--- src/rtl/subtraction_pkg.sv ---
// Shared datapath constants for the PE subtractor.
package subtraction_pkg;

   localparam int unsigned DATA_WIDTH = 32;

endpackage : subtraction_pkg

--- src/rtl/subtraction_if.sv ---
// Operand/result bundle between the ALU operand source and the subtractor.
interface subtraction_if
   import subtraction_pkg::*;
#(
   parameter int unsigned WIDTH = DATA_WIDTH
);

   logic [WIDTH-1:0] A;
   logic [WIDTH-1:0] B;
   logic [WIDTH-1:0] Diff;
   logic             Borrow;

   modport master (
      output A,
      output B,
      input  Diff,
      input  Borrow
   );

   modport slave (
      input  A,
      input  B,
      output Diff,
      output Borrow
   );

endinterface : subtraction_if

--- src/rtl/subtraction_full_subtractor.sv ---
// One-bit full subtractor: the cell of the ripple-borrow chain.
module full_subtractor (
   input  logic a,
   input  logic b,
   input  logic bin,
   output logic d,
   output logic bout
);

   assign d    = a ^ b ^ bin;
   assign bout = (~a & b) | (~(a ^ b) & bin);

endmodule : full_subtractor

--- src/rtl/subtraction.sv ---
// Unsigned WIDTH-bit subtractor: ripple-borrow core, registered Diff/Borrow.
module subtraction
   import subtraction_pkg::*;
#(
   parameter int unsigned WIDTH = DATA_WIDTH
) (
   input  logic         clk,
   input  logic         rst,
   subtraction_if.slave bus
);

   logic [WIDTH:0]   w_borrow;
   logic [WIDTH-1:0] w_diff;
   logic [WIDTH-1:0] r_diff;
   logic             r_borrow;

   assign w_borrow[0] = 1'b0;

   // Ripple chain kept deliberately; it is the intended critical path.
   for (genvar i = 0; i < WIDTH; i++) begin : g_cell
      full_subtractor u_fs (
         .a    (bus.A[i]),
         .b    (bus.B[i]),
         .bin  (w_borrow[i]),
         .d    (w_diff[i]),
         .bout (w_borrow[i+1])
      );
   end

   always_ff @(posedge clk or posedge rst) begin
      if (rst) begin
         r_diff   <= '0;
         r_borrow <= 1'b0;
      end else begin
         r_diff   <= w_diff;
         r_borrow <= w_borrow[WIDTH];
      end
   end

   assign bus.Diff   = r_diff;
   assign bus.Borrow = r_borrow;

endmodule : subtraction

--- src/flat_wrapper.sv ---
// flat-port wrapper written by rule: the top's interface ports become plain ports
module subtraction_flat import subtraction_pkg::*;
#(
   parameter int unsigned WIDTH = DATA_WIDTH
)
  (clk, rst, bus_A, bus_B, bus_Diff, bus_Borrow);
  subtraction_if #(.WIDTH(WIDTH)) bus_i ();
  input  logic clk;
  input  logic rst;
  input wire logic [$bits(bus_i.A)-1:0] bus_A;
  input wire logic [$bits(bus_i.B)-1:0] bus_B;
  output wire logic [$bits(bus_i.Diff)-1:0] bus_Diff;
  output wire logic [$bits(bus_i.Borrow)-1:0] bus_Borrow;
  assign bus_i.A = bus_A;
  assign bus_i.B = bus_B;
  assign bus_Diff = bus_i.Diff;
  assign bus_Borrow = bus_i.Borrow;
  subtraction #(.WIDTH(WIDTH)) u_core (.clk(clk), .rst(rst), .bus(bus_i));
endmodule
--- config.mk ---
export PLATFORM = sky130hd
export DESIGN_NAME = subtraction_flat
export DESIGN_NICKNAME = d
export VERILOG_FILES = /design/src/rtl/subtraction_pkg.sv /design/src/rtl/subtraction_if.sv /design/src/rtl/subtraction_full_subtractor.sv /design/src/rtl/subtraction.sv /design/src/flat_wrapper.sv
export SDC_FILE = /design/constraint.sdc
export NUM_CORES = 1
export LEC_CHECK = 0
export CORE_UTILIZATION = 41
export DETAILED_ROUTE_END_ITERATION = 6
export PLACE_DENSITY = 0.86
export SLEW_MARGIN = 5
export SYNTH_ARGS = -nofsm -noshare
export SYNTH_HDL_FRONTEND = slang
export SYNTH_SLANG_ARGS = --single-unit
--- constraint.sdc ---
create_clock -name clk -period 2.55 [get_ports clk]
set_clock_uncertainty 0.1 [all_clocks]
set_input_delay 0.51 -clock clk [delete_from_list [all_inputs] [get_ports clk]]
set_output_delay 0.51 -clock clk [all_outputs]
set_load 0.005 [all_outputs]
Yosys cells after proc, flatten, opt, wreduce, memory -nomap -nowiden
Cells that the tools add are included.

Reduce and logical (&&, ||, !) cells: 0. Add/sub/neg operators: 0. Order comparisons: 0. Equal/unequal tests: 0. Mux-type cells: 0. Div/mod/pow operators: 0. Bitwise operators: 220. Shift-type cells: 0. Multipliers: 0.

Operator list (count): bitwise AND 1 bit (63); inverter 1 bit (63); XOR 1 bit (63); OR 1 bit (31).

Memory bits (writable): 0. Bits in latches: 0. Memories kept: 0. Output and inout port bits: 33. Bits of input ports: 66. Register bits: 33. Memory bits (read-only): 0.

Logic depth before layout (Yosys ltp)
Depth in word-level cells: 64. Mapped depth: 37.

Hierarchy
Synthesis repeated with hierarchy kept, for this count alone.

Cell total of the unflattened synthesis: 146. Area total of the unflattened synthesis: 1770.4 µm².

Modules (own cells, without submodules): subtraction (cells an instance 35, area an instance 833.3 µm², instances 1); full_subtractor (u_core.g_cell[0].u_fs ...) (cells an instance 4, area an instance 31.3 µm², instances 15); full_subtractor (u_core.g_cell[23].u_fs ...) (cells an instance 3, area an instance 27.5 µm², instances 17).

Worst setup path before layout
No wires, ideal clock.

Kind: in2reg. Start point: input port bus_A[0]. End point: register u_core.r_diff[31] (netlist: u_core.bus.Diff[31]). Arrival: 12.364 ns. Data required time: 2.314 ns. Cell stages on the path: 36. Slack: -10.050 ns. Buffers on the path: 0. Library setup time: 0.136 ns. Cell sequence: inv_1 > ha_1 > inv_1 > fa_1 > inv_1 > fa_1 > fa_1 > fa_1 > fa_1 > fa_1 > fa_1 > fa_1 > fa_1 > fa_1 > fa_1 > fa_1 > fa_1 > fa_1 > fa_1 > fa_1 > fa_1 > fa_1 > fa_1 > fa_1 > fa_1 > fa_1 > fa_1 > fa_1 > fa_1 > fa_1 > fa_1 > fa_1 > fa_1 > fa_1 > inv_1 > fa_1.

Word-level cells in the longest chain between the ends: 63.

RTL lines: start, declared (RTL line flat_wrapper.sv:10) `input wire logic [$bits(bus_i.A)-1:0] bus_A;`; inverter 1 bit (RTL line subtraction_full_subtractor.sv:11) `assign bout = (~a & b) | (~(a ^ b) & bin);`; bitwise AND 1 bit (2 in series) (RTL line subtraction_full_subtractor.sv:11); OR 1 bit (RTL line subtraction_full_subtractor.sv:11); bitwise AND 1 bit (RTL line subtraction_full_subtractor.sv:11); OR 1 bit (RTL line subtraction_full_subtractor.sv:11); bitwise AND 1 bit (RTL line subtraction_full_subtractor.sv:11); OR 1 bit (RTL line subtraction_full_subtractor.sv:11); bitwise AND 1 bit (RTL line subtraction_full_subtractor.sv:11); [... 47 more ...]; bitwise AND 1 bit (RTL line subtraction_full_subtractor.sv:11); OR 1 bit (RTL line subtraction_full_subtractor.sv:11); bitwise AND 1 bit (RTL line subtraction_full_subtractor.sv:11); OR 1 bit (RTL line subtraction_full_subtractor.sv:11); bitwise AND 1 bit (RTL line subtraction_full_subtractor.sv:11); OR 1 bit (RTL line subtraction_full_subtractor.sv:11); XOR 1 bit (RTL line subtraction_full_subtractor.sv:10) `assign d = a ^ b ^ bin;`; net u_core.g_cell[31].u_fs.d (RTL line subtraction_full_subtractor.sv:6) `output logic d,`; end signal, assigned (RTL line subtraction.sv:35) `r_diff <= w_diff;`; end, declared (RTL line subtraction.sv:14) `logic [WIDTH-1:0] r_diff;`.

The timed path passes the listed nets, and every way through them passes these cells.

Worst setup path in the final report
Ends and elaborated chain as after synthesis.

==> report_table.html <==
<table>
<tr><th>Metric</th><th>Value</th></tr>
<tr><th colspan="2">Die</th></tr>
<tr><td>Area inside the core boundary</td><td>between 0.004 and 0.005 sq mm</td></tr>
<tr><td>Top Ports</td><td>99</td></tr>
<tr><td>Number of placement rows</td><td>23</td></tr>
<tr><td>Area of the die</td><td>between 0.004 and 0.005 sq mm</td></tr>
<tr><td>Effective utilization at floorplan</td><td>a little over two fifths</td></tr>
<tr><td>X dimension of the die</td><td>~67 um</td></tr>
<tr><td>Die Span Y</td><td>around 67 um</td></tr>
<tr><th colspan="2">Finish</th></tr>
<tr><td>Cell Count, Final, Fillers Out</td><td>289</td></tr>
<tr><td>Layout filler cell count</td><td>around 290</td></tr>
<tr><td>Final Util</td><td>around 74%</td></tr>
<tr><td>Number of antenna repair diodes</td><td>0</td></tr>
<tr><td>Post-layout net count</td><td>between 300 and 400</td></tr>
<tr><td>Area growth from synthesis to layout</td><td>72.0%</td></tr>
<tr><td>Fraction of layout cells with a size suffix above 1</td><td>about a quarter</td></tr>
<tr><th colspan="2">Job</th></tr>
<tr><td>Maxcap violations</td><td>0</td></tr>
<tr><th colspan="2">Clock network</th></tr>
<tr><td>TritonCTS Sinks</td><td>33</td></tr>
<tr><td>Clock input transition at the sequential cells of the worst setup and hold paths</td><td>approximately 0.07 ns</td></tr>
<tr><td>TritonCTS clock tree</td><td>built</td></tr>
<tr><td>CTS H-Tree Depth</td><td>2</td></tr>
<tr><td>Buffers from clock root to sink, at most</td><td>2</td></tr>
<tr><td>Master cell of the clock root buffer</td><td>sky130_fd_sc_hd__clkbuf_8</td></tr>
<tr><td>Number of clock buffers inserted by TritonCTS</td><td>5</td></tr>
<tr><th colspan="2">Run status</th></tr>
<tr><td>Violated checks</td><td>negative setup slack</td></tr>
<tr><td>Status</td><td>complete, but fails checks</td></tr>
<tr><th colspan="2">Timing</th></tr>
<tr><td>Rel. slew slack</td><td>72.4%</td></tr>
<tr><td>Worst slew pin tran</td><td>0.413 ns</td></tr>
<tr><td>Fin. max-slew vios</td><td>0</td></tr>
<tr><td>Tcrit/Tclk final</td><td>455%</td></tr>
<tr><td>RSZ-0062 raised after global routing</td><td>yes</td></tr>
<tr><td>Maximum clock frequency</td><td>between 80 and 90 MHz</td></tr>
<tr><td>Hold_ws</td><td>between 0.3 and 0.4 ns</td></tr>
<tr><td>Final worst path period need</td><td>between 10 and 15 ns</td></tr>
<tr><td>Setup Viol. Count Final</td><td>28</td></tr>
<tr><td>Hold Violations, Final</td><td>0</td></tr>
<tr><td>Worst-case setup margin in the final layout</td><td>-9.06 ns</td></tr>
<tr><th colspan="2">Yosys</th></tr>
<tr><td>Most common cell in the synthesized netlist</td><td>sky130_fd_sc_hd__inv_1</td></tr>
<tr><td>Portion of synthesized cell area occupied by the leading cell type</td><td>48.3%</td></tr>
<tr><td>Syn Std Cell Area</td><td>0.00171 sq mm</td></tr>
<tr><td>Top cells by count, synth</td><td>sky130_fd_sc_hd__inv_1, sky130_fd_sc_hd__dfrtp_1, sky130_fd_sc_hd__fa_1</td></tr>
<tr><td>Synthesized net count</td><td>between 200 and 250</td></tr>
<tr><td>Share of flip-flops with an asynchronous set or reset</td><td>between 90% and 100%</td></tr>
<tr><td>Mean post-synth cell area</td><td>13.0 sq um</td></tr>
<tr><td>Predominant post-synthesis flop cell</td><td>sky130_fd_sc_hd__dfrtp_1</td></tr>
<tr><td>Number of synthesized register bits</td><td>33</td></tr>
<tr><td>Cell accounting for the most synthesized area</td><td>sky130_fd_sc_hd__dfrtp_1</td></tr>
<tr><td>Sequential area share after synthesis</td><td>48.3%</td></tr>
<tr><td>YS warnings</td><td>0</td></tr>
<tr><td>Number of enable flip-flop cells after synthesis</td><td>0</td></tr>
<tr><td>Number of different library cells in the post-synthesis netlist</td><td>4</td></tr>
<tr><td>Leading post-synthesis cells by cell area</td><td>sky130_fd_sc_hd__dfrtp_1, sky130_fd_sc_hd__fa_1, sky130_fd_sc_hd__inv_1</td></tr>
<tr><td>Instance count of the mapped netlist</td><td>around 130</td></tr>
<tr><th colspan="2">Placement</th></tr>
<tr><td>Detailed-placement wirelength estimate</td><td>~3.0 mm</td></tr>
<tr><td>Buffers added on ports</td><td>98</td></tr>
<tr><td>Final Wtd Congestion</td><td>approximately 0.65</td></tr>
<tr><td># placed instances</td><td>approximately 280</td></tr>
<tr><td>Worst slack after detailed placement</td><td>-9.86 ns</td></tr>
<tr><th colspan="2">Worst hold path</th></tr>
<tr><td>Hold/Removal Path Class</td><td>in -&gt; reg</td></tr>
<tr><td>Min-Delay Startpoint</td><td>bus_B[0]</td></tr>
<tr><th colspan="2">Detailed routing</th></tr>
<tr><td>Detailed-route DRC error count</td><td>0</td></tr>
<tr><td>Routed vias</td><td>approximately 1200</td></tr>
<tr><td>Routed WL</td><td>3.40 mm</td></tr>
<tr><td>Violation count after the first detailed-route iteration</td><td>20</td></tr>
<tr><td>Post-detailed-route count of antenna-violating nets</td><td>0</td></tr>
<tr><td>Post-detailed-route via-to-cell ratio</td><td>around 4.0</td></tr>
<tr><td>Initial DRT Pass Iterations</td><td>2</td></tr>
<tr><td>Routed wire length per instance</td><td>~12 um</td></tr>
<tr><th colspan="2">Critical path</th></tr>
<tr><td>Largest stage delay on the critical path</td><td>roughly 0.42 ns</td></tr>
<tr><td>CP endpoint kind</td><td>register</td></tr>
<tr><td>Largest fanout on the critical path</td><td>1</td></tr>
<tr><td>Bufs and invs on worst path</td><td>5</td></tr>
<tr><td>Startpoint of the most critical setup path</td><td>bus_A[0]</td></tr>
<tr><td>Data arrival time at the worst-slack endpoint</td><td>around 12 ns</td></tr>
<tr><td>Cell occurring most often along the worst timing path</td><td>sky130_fd_sc_hd__fa_2</td></tr>
<tr><td>Critical Path RT</td><td>roughly 2.6 ns</td></tr>
<tr><td>Category of cells accounting for the largest share of critical-path delay</td><td>adder cells</td></tr>
<tr><td>Crit path launch type</td><td>input port</td></tr>
<tr><td>CP Class</td><td>in -&gt; reg</td></tr>
<tr><td>Slowest-stage cell, CP</td><td>sky130_fd_sc_hd__fa_2</td></tr>
<tr><th colspan="2">GRT</th></tr>
<tr><td>Wire length of the first global-routing pass</td><td>about 5.4 mm</td></tr>
<tr><td>Maximum number of pins on one net before global-route repair</td><td>34</td></tr>
<tr><td>Gr usage total</td><td>~17%</td></tr>
<tr><td>Remaining global-route overflow</td><td>0</td></tr>
<tr><td>Vias in the first global route</td><td>1266</td></tr>
<tr><td>Number of antenna violations at the first check in global routing</td><td>0</td></tr>
<tr><th colspan="2">Power and ir drop</th></tr>
<tr><td>Power density normalized to cell area</td><td>529 mW/mm^2</td></tr>
<tr><td>Maximum vdd drop</td><td>about 0.37 mV</td></tr>
<tr><td>Total Power</td><td>1.55 mW</td></tr>
<tr><td>Reported leakage power</td><td>roughly 1.4 nW</td></tr>
</table>
## final cells by class
cell class | instances | area (sq um) | share of cell area, %
Tap cell | 50 | 62.6 | 2.13
Timing Repair Buffer | 99 | 991 | 33.7
Clock buffer | 8 | 80.1 | 2.72
Inverter | 67 | 259 | 8.80
Sequential cell | 33 | 826 | 28.1
Multi-Input combinational cell | 32 | 723 | 24.6
## final timing paths
path                                       end  slack [ns]  cells past startpoint
min in group asynchronous  u_core.bus.Diff[16]        0.52                      3
worst max-delay path       u_core.bus.Diff[31]       -9.06                     37
worst min-delay path        u_core.bus.Diff[0]        0.38                      3
max in group asynchronous   u_core.bus.Diff[1]        1.52                      3
## registers in the layout (all words and copies together), names as in the netlist
| register | cells |
|---|---|
| u_core.bus.Borrow | 1 |
| u_core.bus.Diff | 32 |
## power by group
part           switching [mW]  total [mW]  internal, mW
Clock                   0.170       0.364         0.194
Sequential             0.0240       0.648         0.624
Combinational           0.192       0.543         0.350
Total                   0.387        1.55          1.17
## cells in the final DEF, fill, tap and decap left out
cell,instances
sky130_fd_sc_hd__buf_4,1
sky130_fd_sc_hd__buf_6,1
sky130_fd_sc_hd__buf_8,1
sky130_fd_sc_hd__clkbuf_1,3
sky130_fd_sc_hd__clkbuf_8,5
sky130_fd_sc_hd__clkdlybuf4s15_1,1
sky130_fd_sc_hd__clkdlybuf4s50_1,92
sky130_fd_sc_hd__dfrtp_1,33
sky130_fd_sc_hd__dlygate4sd2_1,3
sky130_fd_sc_hd__fa_2,31
sky130_fd_sc_hd__ha_4,1
sky130_fd_sc_hd__inv_1,45
sky130_fd_sc_hd__inv_2,21
sky130_fd_sc_hd__inv_8,1
## routing by layer
metal  vias up  track usage, %  part of all wire (%)
li1        541               -                     -
met1       560            16.0                    30
met3         2            10.1                    13
met4         0            5.59                  0.47
met2        66            31.2                    56
met5         -               0                     0
## cells by family after synthesis
group                      after synthesis  synth area share (%)
buffers and inverters                   67                  14.7
DFF                                     33                  48.3
adders and majority gates               32                  37.0
## worst min-delay path, cell delays in order
cell and delay [ns]:
sky130_fd_sc_hd__buf_6 0.07, sky130_fd_sc_hd__ha_4 0.11, sky130_fd_sc_hd__inv_1 0.03
## what timing repair did
| action | CTS | global route |
|---|---|---|
| buffers inserted | 0 | 0 |
| resized for setup | 21 | 14 |
| hold buffers | 0 | 0 |
| pin swaps | 4 | 2 |
| endpoints found under the setup margin | 29 | 28 |
## through the flow
step / setup TNS [ns] / area [sq um]
2_1_floorplan: -131.02 / 1810
3_3_place_gp: -151.59 / 2860
3_5_place_dp: -154.63 / 2860
4_1_cts: -133.94 / 2940
5_1_grt: -136.11 / 2940
6_report: -132.22 / 2940
(Power assumes the default switching activity.)
